--- src/rtl/dot_product_ctrl_pkg.sv ---
// Shared types and widths for the dot-product controller and its accumulator.
package dot_product_ctrl_pkg;

    localparam int unsigned OPND_W = 32;
    localparam int unsigned PROD_W = 64;

    typedef enum logic [1:0] {
        ST_IDLE  = 2'd0,
        ST_ISSUE = 2'd1,
        ST_WAIT  = 2'd2,
        ST_DONE  = 2'd3
    } state_t;

    // Operand pair as captured on an input transfer
    typedef struct packed {
        logic [OPND_W-1:0] a;
        logic [OPND_W-1:0] b;
        logic              last;
    } opnd_t;

endpackage

--- src/rtl/dot_product_ctrl_acc.sv ---
// Dot-product accumulator: zero-extends each 64-bit product and sums modulo 2^ACC_W.
module dot_acc
    import dot_product_ctrl_pkg::*;
#(
    parameter int unsigned ACC_W = 72
) (
    input  logic              clk,
    input  logic              rst_n,
    input  logic              i_clr,
    input  logic              i_add_en,
    input  logic [PROD_W-1:0] i_addend,
    output logic [ACC_W-1:0]  o_acc
);

    logic [ACC_W-1:0] r_acc;

    // Clear wins over add so a drained or aborted vector never leaks into the next
    always_ff @(posedge clk or negedge rst_n) begin
        if (!rst_n) begin
            r_acc <= '0;
        end else if (i_clr) begin
            r_acc <= '0;
        end else if (i_add_en) begin
            r_acc <= r_acc + ACC_W'(i_addend);
        end
    end

    assign o_acc = r_acc;

endmodule

--- src/rtl/dot_product_ctrl.sv ---
// Dot-product sequencer: feeds operand pairs to an external 32x32 multiplier and sums products.
// Optional WAIT watchdog enabled by defining DOT_TIMEOUT_EN.
module dot_product_ctrl
    import dot_product_ctrl_pkg::*;
#(
    parameter int unsigned ACC_W       = 72,
    parameter int unsigned TIMEOUT_CYC = 64
) (
    input  logic              clk,
    input  logic              rst,
    input  logic              in_valid,
    output logic              in_ready,
    input  logic [OPND_W-1:0] a_in,
    input  logic [OPND_W-1:0] b_in,
    input  logic              in_last,
    output logic [OPND_W-1:0] mul_a,
    output logic [OPND_W-1:0] mul_b,
    output logic              mul_do,
    input  logic [PROD_W-1:0] mul_result,
    input  logic              mul_valid,
    output logic [ACC_W-1:0]  acc_out,
    output logic              out_valid,
    input  logic              out_ready,
    output logic              err
);

    state_t           r_state;
    state_t           w_state_nxt;
    opnd_t            r_opnd;
    opnd_t            w_opnd_nxt;
    logic             r_in_ready;
    logic             w_in_ready_nxt;
    logic             r_mul_do;
    logic             w_mul_do_nxt;
    logic             r_out_valid;
    logic             w_out_valid_nxt;
    logic             w_acc_clr;
    logic             w_acc_add;
    logic [ACC_W-1:0] w_acc;

`ifdef DOT_TIMEOUT_EN
    localparam int unsigned CNT_W = $clog2(TIMEOUT_CYC + 1);

    logic [CNT_W-1:0] r_tmo_cnt;
    logic [CNT_W-1:0] w_tmo_cnt_nxt;
    logic             r_err;
    logic             w_err_nxt;
`endif

    // Configurations with a narrower accumulator or a zero timeout are unsupported
    generate
        if (ACC_W < PROD_W || TIMEOUT_CYC == 0) begin : g_illegal_cfg
        end
    endgenerate

    // Next-state and registered-output decode
    always_comb begin
        w_state_nxt     = r_state;
        w_opnd_nxt      = r_opnd;
        w_in_ready_nxt  = 1'b0;
        w_mul_do_nxt    = 1'b0;
        w_out_valid_nxt = 1'b0;
        w_acc_clr       = 1'b0;
        w_acc_add       = 1'b0;
`ifdef DOT_TIMEOUT_EN
        w_tmo_cnt_nxt   = '0;
        w_err_nxt       = 1'b0;
`endif
        case (r_state)
            ST_IDLE: begin
                w_in_ready_nxt = 1'b1;
                if (in_valid && r_in_ready) begin
                    w_opnd_nxt     = '{a: a_in, b: b_in, last: in_last};
                    w_state_nxt    = ST_ISSUE;
                    w_in_ready_nxt = 1'b0;
                    w_mul_do_nxt   = 1'b1;
                end
            end
            ST_ISSUE: begin
                w_state_nxt = ST_WAIT;
            end
            ST_WAIT: begin
                if (mul_valid) begin
                    w_acc_add = 1'b1;
                    if (r_opnd.last) begin
                        w_state_nxt     = ST_DONE;
                        w_out_valid_nxt = 1'b1;
                    end else begin
                        w_state_nxt    = ST_IDLE;
                        w_in_ready_nxt = 1'b1;
                    end
                end
`ifdef DOT_TIMEOUT_EN
                else if (r_tmo_cnt == CNT_W'(TIMEOUT_CYC - 1)) begin
                    w_acc_clr      = 1'b1;
                    w_err_nxt      = 1'b1;
                    w_state_nxt    = ST_IDLE;
                    w_in_ready_nxt = 1'b1;
                end else begin
                    w_tmo_cnt_nxt = r_tmo_cnt + CNT_W'(1);
                end
`endif
            end
            ST_DONE: begin
                w_out_valid_nxt = 1'b1;
                if (out_ready) begin
                    w_acc_clr       = 1'b1;
                    w_out_valid_nxt = 1'b0;
                    w_state_nxt     = ST_IDLE;
                    w_in_ready_nxt  = 1'b1;
                end
            end
            default: begin
                w_state_nxt = ST_IDLE;
            end
        endcase
    end

    // State and output registers
    always_ff @(posedge clk or negedge rst) begin
        if (!rst) begin
            r_state     <= ST_IDLE;
            r_opnd      <= '0;
            r_in_ready  <= 1'b0;
            r_mul_do    <= 1'b0;
            r_out_valid <= 1'b0;
`ifdef DOT_TIMEOUT_EN
            r_tmo_cnt   <= '0;
            r_err       <= 1'b0;
`endif
        end else begin
            r_state     <= w_state_nxt;
            r_opnd      <= w_opnd_nxt;
            r_in_ready  <= w_in_ready_nxt;
            r_mul_do    <= w_mul_do_nxt;
            r_out_valid <= w_out_valid_nxt;
`ifdef DOT_TIMEOUT_EN
            r_tmo_cnt   <= w_tmo_cnt_nxt;
            r_err       <= w_err_nxt;
`endif
        end
    end

    dot_acc #(
        .ACC_W (ACC_W)
    ) u_acc (
        .clk      (clk),
        .rst_n    (rst),
        .i_clr    (w_acc_clr),
        .i_add_en (w_acc_add),
        .i_addend (mul_result),
        .o_acc    (w_acc)
    );

    assign in_ready  = r_in_ready;
    assign mul_a     = r_opnd.a;
    assign mul_b     = r_opnd.b;
    assign mul_do    = r_mul_do;
    assign out_valid = r_out_valid;
    assign acc_out   = w_acc;

`ifdef DOT_TIMEOUT_EN
    assign err = r_err;
`else
    assign err = 1'b0;
`endif

endmodule

--- config.mk ---
export PLATFORM = sky130hd
export DESIGN_NAME = dot_product_ctrl
export DESIGN_NICKNAME = d
export VERILOG_FILES = /design/src/rtl/dot_product_ctrl_pkg.sv /design/src/rtl/dot_product_ctrl_acc.sv /design/src/rtl/dot_product_ctrl.sv
export SDC_FILE = /design/constraint.sdc
export NUM_CORES = 1
export LEC_CHECK = 0
export BUFFER_PORTS_ARGS = -buffer_cell sky130_fd_sc_hd__buf_2
export CAP_MARGIN = 20
export CORE_ASPECT_RATIO = 1.1
export CORE_MARGIN = 4
export CORE_UTILIZATION = 45
export CTS_CLUSTER_SIZE = 24
export DETAILED_ROUTE_END_ITERATION = 7
export GPL_TIMING_DRIVEN = 0
export PLACE_DENSITY = 0.76
export SLEW_MARGIN = 20
export SYNTH_ARGS = -nofsm -noshare
export SYNTH_HDL_FRONTEND = slang
export SYNTH_SLANG_ARGS = --single-unit
--- constraint.sdc ---
create_clock -name clk -period 3.7 [get_ports clk]
set_clock_uncertainty 0.2 [all_clocks]
set_input_delay 0.185 -clock clk [delete_from_list [all_inputs] [get_ports clk]]
set_output_delay 0.185 -clock clk [all_outputs]
set_load 0.01 [all_outputs]
# [Word level (Yosys, flattened, before mapping)]
# Cells that the tools add are included.
[totals] ff_bits=142 word_cells=41 out_inout_bits=140 input_bits=134
[op_classes] n_reduce_logical=5 eq_ne=6 n_addsub=1 n_mux=21
[ops] cell="two-way mux 72 bit" count=2
[ops] cell="adder 72 x 64 -> 72 bit" count=1
[ops] cell="two-way mux 1 bit" count=12
[ops] cell="two-way mux 2 bit" count=4
[ops] cell="one-hot mux 2 bit (4 select lines)" count=1
[ops] cell="inequality test 2 bit, second input constant" count=3
[ops] cell="== test 2 bit, second input constant" count=2
[ops] cell="one-hot mux 1 bit (3 select lines)" count=1
[ops] cell="AND reduction 3 bit" count=1
[ops] cell="== test 2 x 1 -> 1 bit, second input constant" count=1
[ops] cell="zero test 2 bit" count=1
[ops] cell="one-hot mux 1 bit (2 select lines)" count=1
[ops] cell="AND reduction 2 bit" count=1
[ops] cell="nonzero test 2 bit" count=1
[ops] cell="logical AND 1 bit" count=1

# [Logic depth before layout (Yosys ltp)]
[logic_depth] depth_word=4 ltp_mapped=13 depth_no_buf=13

# [By module]
# From an unflattened synthesis, not the netlist that was laid out.
[hier_totals] cells_unflattened=1101 area_unflattened_um2=10122.2
[by_module_without_submodules] mod="dot_acc" seq_area_each_um2=1801.7 area_per_inst_um2=6994.2 cells_per_inst=880 instances=1
[by_module_without_submodules] mod="dot_product_ctrl" seq_area_each_um2=1751.7 area_per_inst_um2=3128.0 cells_per_inst=221 instances=1

# [Worst setup path after synthesis]
# Ideal clock, no wire load.
[synth_timing] path_kind="reg-to-reg" from="register u_acc.r_acc[0], in the netlist u_acc.o_acc[0]" to="register u_acc.r_acc[66], in the netlist u_acc.o_acc[66]" period_less_slack_ns=2.993 setup_time_ns=0.129 setup_slack_ns=0.707 stages_incl_launch_ff=14 n_path_buf=0 required_ns=3.371 t_arrival_ns=2.664 path_cell_list="dfrtp_1 -> ha_1 -> inv_1 -> fa_1 -> nor2b_1 -> o2111ai_1 -> a21oi_1 -> o31a_1 -> o211ai_2 -> o21a_4 -> o21ai_4 -> nor2b_4 -> o2111ai_2 -> mux2i_1"
[synth_between] elab_chain_len=3
[synth_lines] item="start, declared" line_no="dot_product_ctrl_acc.sv:15" text="logic [ACC_W-1:0] r_acc;"
[synth_lines] item="start signal, assigned" line_no="dot_product_ctrl_acc.sv:24" text="r_acc <= r_acc + ACC_W'(i_addend);"
[synth_lines] item="adder 72 x 64 -> 72 bit" line_no="dot_product_ctrl_acc.sv:24"
[synth_lines] item="two-way mux 72 bit" line_no="dot_product_ctrl_acc.sv:23" text="end else if (i_add_en) begin"
[synth_lines] item="two-way mux 72 bit" line_no="dot_product_ctrl_acc.sv:21" text="end else if (i_clr) begin"
# No other way between the ends. The select of a mux whose other input is x is not followed.
# A chain may end at the register's enable or synchronous reset.

# [Final worst setup path]
[layout_timing] from="register u_acc.r_acc[0], in the netlist u_acc.o_acc[0]" to="register u_acc.r_acc[56], in the netlist u_acc.o_acc[56]"
# The elaborated chain is that of the path after synthesis.

==> key figures <==
Clocking
  – Clock latency on the worst-skew pair: 420 ps
  – Number of clock sinks: between 100 and 150
  – Deepest clock path buffer count: 2
  – Post-CTS Repair Setup Buffers: 0
  – Number of buffers created by CTS: 17
  – H-tree Lvls: 4
  – Clock Pin Slew Worst Setup and Hold Paths: 70 ps
  – Root buffer selected by CTS: sky130_fd_sc_hd__clkbuf_16
  – Clock tree from TritonCTS: built

Worst setup path
  – Worst Path Max Fanout: 4
  – Worst setup path start: u_acc.o_acc[0]$_DFFE_PN0P_
  – Crit-path slowest cell: sky130_fd_sc_hd__dfrtp_1
  – Max incr delay on CP: 420 ps
  – Chain of cells forming the critical path: ha_1 > inv_1 > fa_1 > nor2b_1 > o2111ai_1 > a21oi_2 > a21boi_1 > o21ba_2 > o31ai_1 > nor2_1 > o31ai_2 > xnor2_1 > o21ai_0
  – Worst setup path category: reg2reg
  – Kind of start point of the critical path: flip-flop
  – Category of the worst setup path capture point: flip-flop
  – Cell depth of the worst setup path: 13
  – Worst setup path end: u_acc.o_acc[56]$_DFFE_PN0P_
  – Source of the worst register-to-register timing path: u_acc.o_acc[0]$_DFFE_PN0P_
  – Worst reg2reg endpoint: u_acc.o_acc[56]$_DFFE_PN0P_
  – Register-to-Register Path Depth: 13
  – Required time of the critical path: 3780 ps
  – Slack of the worst reg-to-reg path: 200 ps
  – Buffering stage count on the worst path with inverters included: 1
  – Top cell family by delay on the critical path: compound AO/OA/AOI/OAI gates
  – Arrival @ worst endpoint: 3580 ps

Floorplanning
  – Die Footprint: about 0.024 mm2
  – Height of the die: 161.9 um
  – Core Region: 0.02123 mm2
  – Effective utilization at floorplan: 45.61%
  – Row count: 56
  – I/O pin count: 274
  – Horizontal die dimension: between 100 and 150 um

Yosys
  – Synthesized area: between 0.009 and 0.01 mm2
  – Largest cells by area after synthesis: sky130_fd_sc_hd__dfrtp_1, sky130_fd_sc_hd__ha_1, sky130_fd_sc_hd__mux2_2
  – Post-synthesis average cell area: around 9.4 um2
  – Cell with the most instances after synthesis: sky130_fd_sc_hd__dfrtp_1
  – Async set-reset flop share out of synthesis: 100.0%
  – Post-synthesis register bit count: roughly 140
  – Synth unique cells: between 70 and 80
  – Share of Yosys cell area claimed by the top area cell type: 36.70%
  – Most instantiated flip-flop cell in the synthesis netlist: sky130_fd_sc_hd__dfrtp_1
  – Number of enable-type register cells in the synthesized netlist: 0
  – Sequential share of the synthesized area: approximately 37%
  – Count of warnings emitted by yosys: 0
  – Number of nets produced by synthesis: approximately 1200
  – Post-synth top area cell: sky130_fd_sc_hd__dfrtp_1
  – Leading post-synthesis cells by instance count: sky130_fd_sc_hd__dfrtp_1, sky130_fd_sc_hd__nand2_1, sky130_fd_sc_hd__a21oi_1
  – Post-synthesis cell count: roughly 1000

Global routing
  – Global-route wire length before repair: 46410 um
  – Pin count of the biggest net entering global routing: 77
  – Total track usage: between 20% and 30%
  – Via count of the first global-routing pass: 9105
  – Antenna violations before repair: 0
  – Total overflow reported by the global router: 0

Drt
  – Per-cell routed wire length: 17.34 um
  – Total wirelength of the detailed-routed design: 29410 um
  – Post-route DRC violation count: 0
  – Detail Route Antenna Nets: 0
  – Initial DRC count: 390
  – Vias post-DR: 9023
  – First drt pass iteration count: 6
  – Vias per std cell: 5.320

Layout
  – Final net count: 1592
  – Share of post-route cells with drive strength above 1: 34.78%
  – Layout Cell Area excl Fill: 0.01275 mm2
  – Non-filler cells, final: 1696
  – Area growth from synthesis to layout: 31.68%
  – Antenna diodes: 0
  – Filler Cells Inserted: 1806

Pwr
  – Worst vdd ir: 0.4534 mV
  – Proportion of power drawn by flip-flops and latches: 25.4%
  – Part of the total power dissipated in combinational logic: 58.7%
  – Internal power summed over all cells: 6.204 mW
  – Switching part of the total power: approximately 43%
  – Clk network pwr share: approximately 16%
  – Switching power summed over all nets: 4.719 mW
  – Pwr per Cell Area: about 860 mW/mm2
  – LEAKAGE: 6.240 nW

Timing
  – Final period demand of the worst path: about 3500 ps
  – Final-layout setup total negative slack: 0 ps
  – Total count of hold-check failures in the final report: 0
  – Worst slew margin: a little over 50%
  – Slew at the pin with the worst max-slew slack: between 700 and 800 ps
  – Hold Worst Slack: ~55 ps
  – Post-route fraction of the period consumed by the critical path: 94.48%
  – Highest Clock Rate: 0.2861 GHz
  – RSZ-0062 raised after global routing: false
  – Final setup viols: 0
  – Final count of pins violating max slew: 0

Min path
  – Class of the worst hold path: in2reg

Placement
  – Hpwl dp: 21620 um
  – Cell area reported after detailed placement: 0.01145 mm2
  – Cell Count Post-Placement: between 1500 and 2000
  – Routability congestion estimate: approximately 0.9
  – Port Buffers: approximately 270

Run
  – Maximum Capacitance Violations: 0

Status
  – Status: complete, no violations
-- worst reg2reg max path: cells and delay by family, from the launching register on --
| family | cells | cell delay [ps] |
|---|---|---|
| adders and majority gates | 2 | 630 |
| DFF | 1 | 420 |
| and+or+nand+nor | 2 | 330 |
| xor gates and xnor gates | 1 | 150 |
| AOI/OAI and AO/OA | 7 | 1590 |
| buffers and inverters | 1 | 60 |
-- final cells by class --
class | count | area [um2] | share of cell area [%]
plain buffers | 113 | 798.3 | 6.260
clock buffers | 18 | 429.2 | 3.366
clock inverters | 14 | 146.4 | 1.148
inverters | 18 | 67.56 | 0.5299
multi-input cells | 756 | 5274 | 41.36
flip-flops and latches | 142 | 3553 | 27.87
well taps | 290 | 362.8 | 2.846
repair buffers | 345 | 2120 | 16.62
-- per-stage QoR --
stage	power [mW]	setup slack (ps)	utilization [%]
after floorplan	7.185	707.2	-
after global placement	8.854	42.66	53.73
after detailed placement	8.999	163.3	53.92
after CTS	10.85	117.5	60.02
after global routing	11.75	45.67	60.06
final	10.92	204.3	60.06
-- power groups by stage --
stage	Combinational, mW	Sequential (mW)	Clock (mW)
floorplan	4.37	2.82	0
global placement	6.13	2.73	0
detailed placement	6.23	2.77	0
CTS	6.34	2.75	1.77
global route	7.04	2.87	1.84
finish	6.42	2.78	1.73
-- logic make-up (layout without fill, tap and decap cells) --
family | Yosys count | after routing | share of synthesized area, %
adder cells (fa/ha/maj) | 65 | 65 | 8.477
XOR/XNOR | 62 | 62 | 5.608
other | 1 | 1 | 0.03873
AO/OA/AOI/OAI | 299 | 299 | 19.63
flip-flops | 142 | 142 | 36.70
buffers and inverters | 131 | 508 | 8.942
multiplexers | 72 | 72 | 8.283
AND/OR/NAND/NOR | 257 | 257 | 12.33
-- how the worst min path moves through the flow --
stage                                        to  depth (start not counted)  slack (ps)     startpoint
global placement          mul_a[11]$_DFFE_PN0P_                          2         220       a_in[11]
detailed placement  u_acc.o_acc[22]$_DFFE_PN0P_                          1         -30            rst
CTS                  u_acc.o_acc[1]$_DFFE_PN0P_                          4          30  mul_result[1]
floorplan                    in_ready$_DFF_PN0_                          0        -310            rst
finish               u_acc.o_acc[1]$_DFFE_PN0P_                          4          60  mul_result[1]
global route         u_acc.o_acc[1]$_DFFE_PN0P_                          4          90  mul_result[1]
-- state kept, by name (all words and copies together), names as in the netlist --
name and flops:
in_ready 1, r_state 2, mul_a 32, out_valid 1, r_opnd 1, mul_b 32, u_acc.o_acc 72, mul_do 1
-- cells in the final DEF, fill, tap and decap left out, drive strengths merged, types with 4 or more instances in the layout --
cell type	instances
xor2	29
and3	5
nand2b	4
o211ai	7
ha	64
nor3	19
a21oi	87
dlygate4sd3	72
o21a	8
nand3	19
inv	26
nand2	126
o21bai	18
a22o	8
clkbuf	49
mux2i	7
mux2	65
nor2b	7
or2	6
a21o	27
buf	353
nand4	23
o21ai	98
xnor2	33
dfrtp	142
nor2	39
a211oi	4
a21boi	7
-- routing by layer --
| metal | up-vias | track usage, % | wire length [um] |
|---|---|---|---|
| li1 | 4349 | - | - |
| met2 | 363 | 40.75 | 14170 |
| met4 | 0 | 7.098 | 704 |
| met3 | 37 | 6.752 | 2416 |
| met1 | 4274 | 30.01 | 12120 |
| met5 | - | 0 | 0 |
-- repair_timing --
item                       4_1_cts  5_1_grt
hold endpoints to repair       139        0
hold buffers                    72        0
setup endpoints to repair        0        2
resized for setup                0        3
No activity file was read; power rests on OpenSTA's default activity.
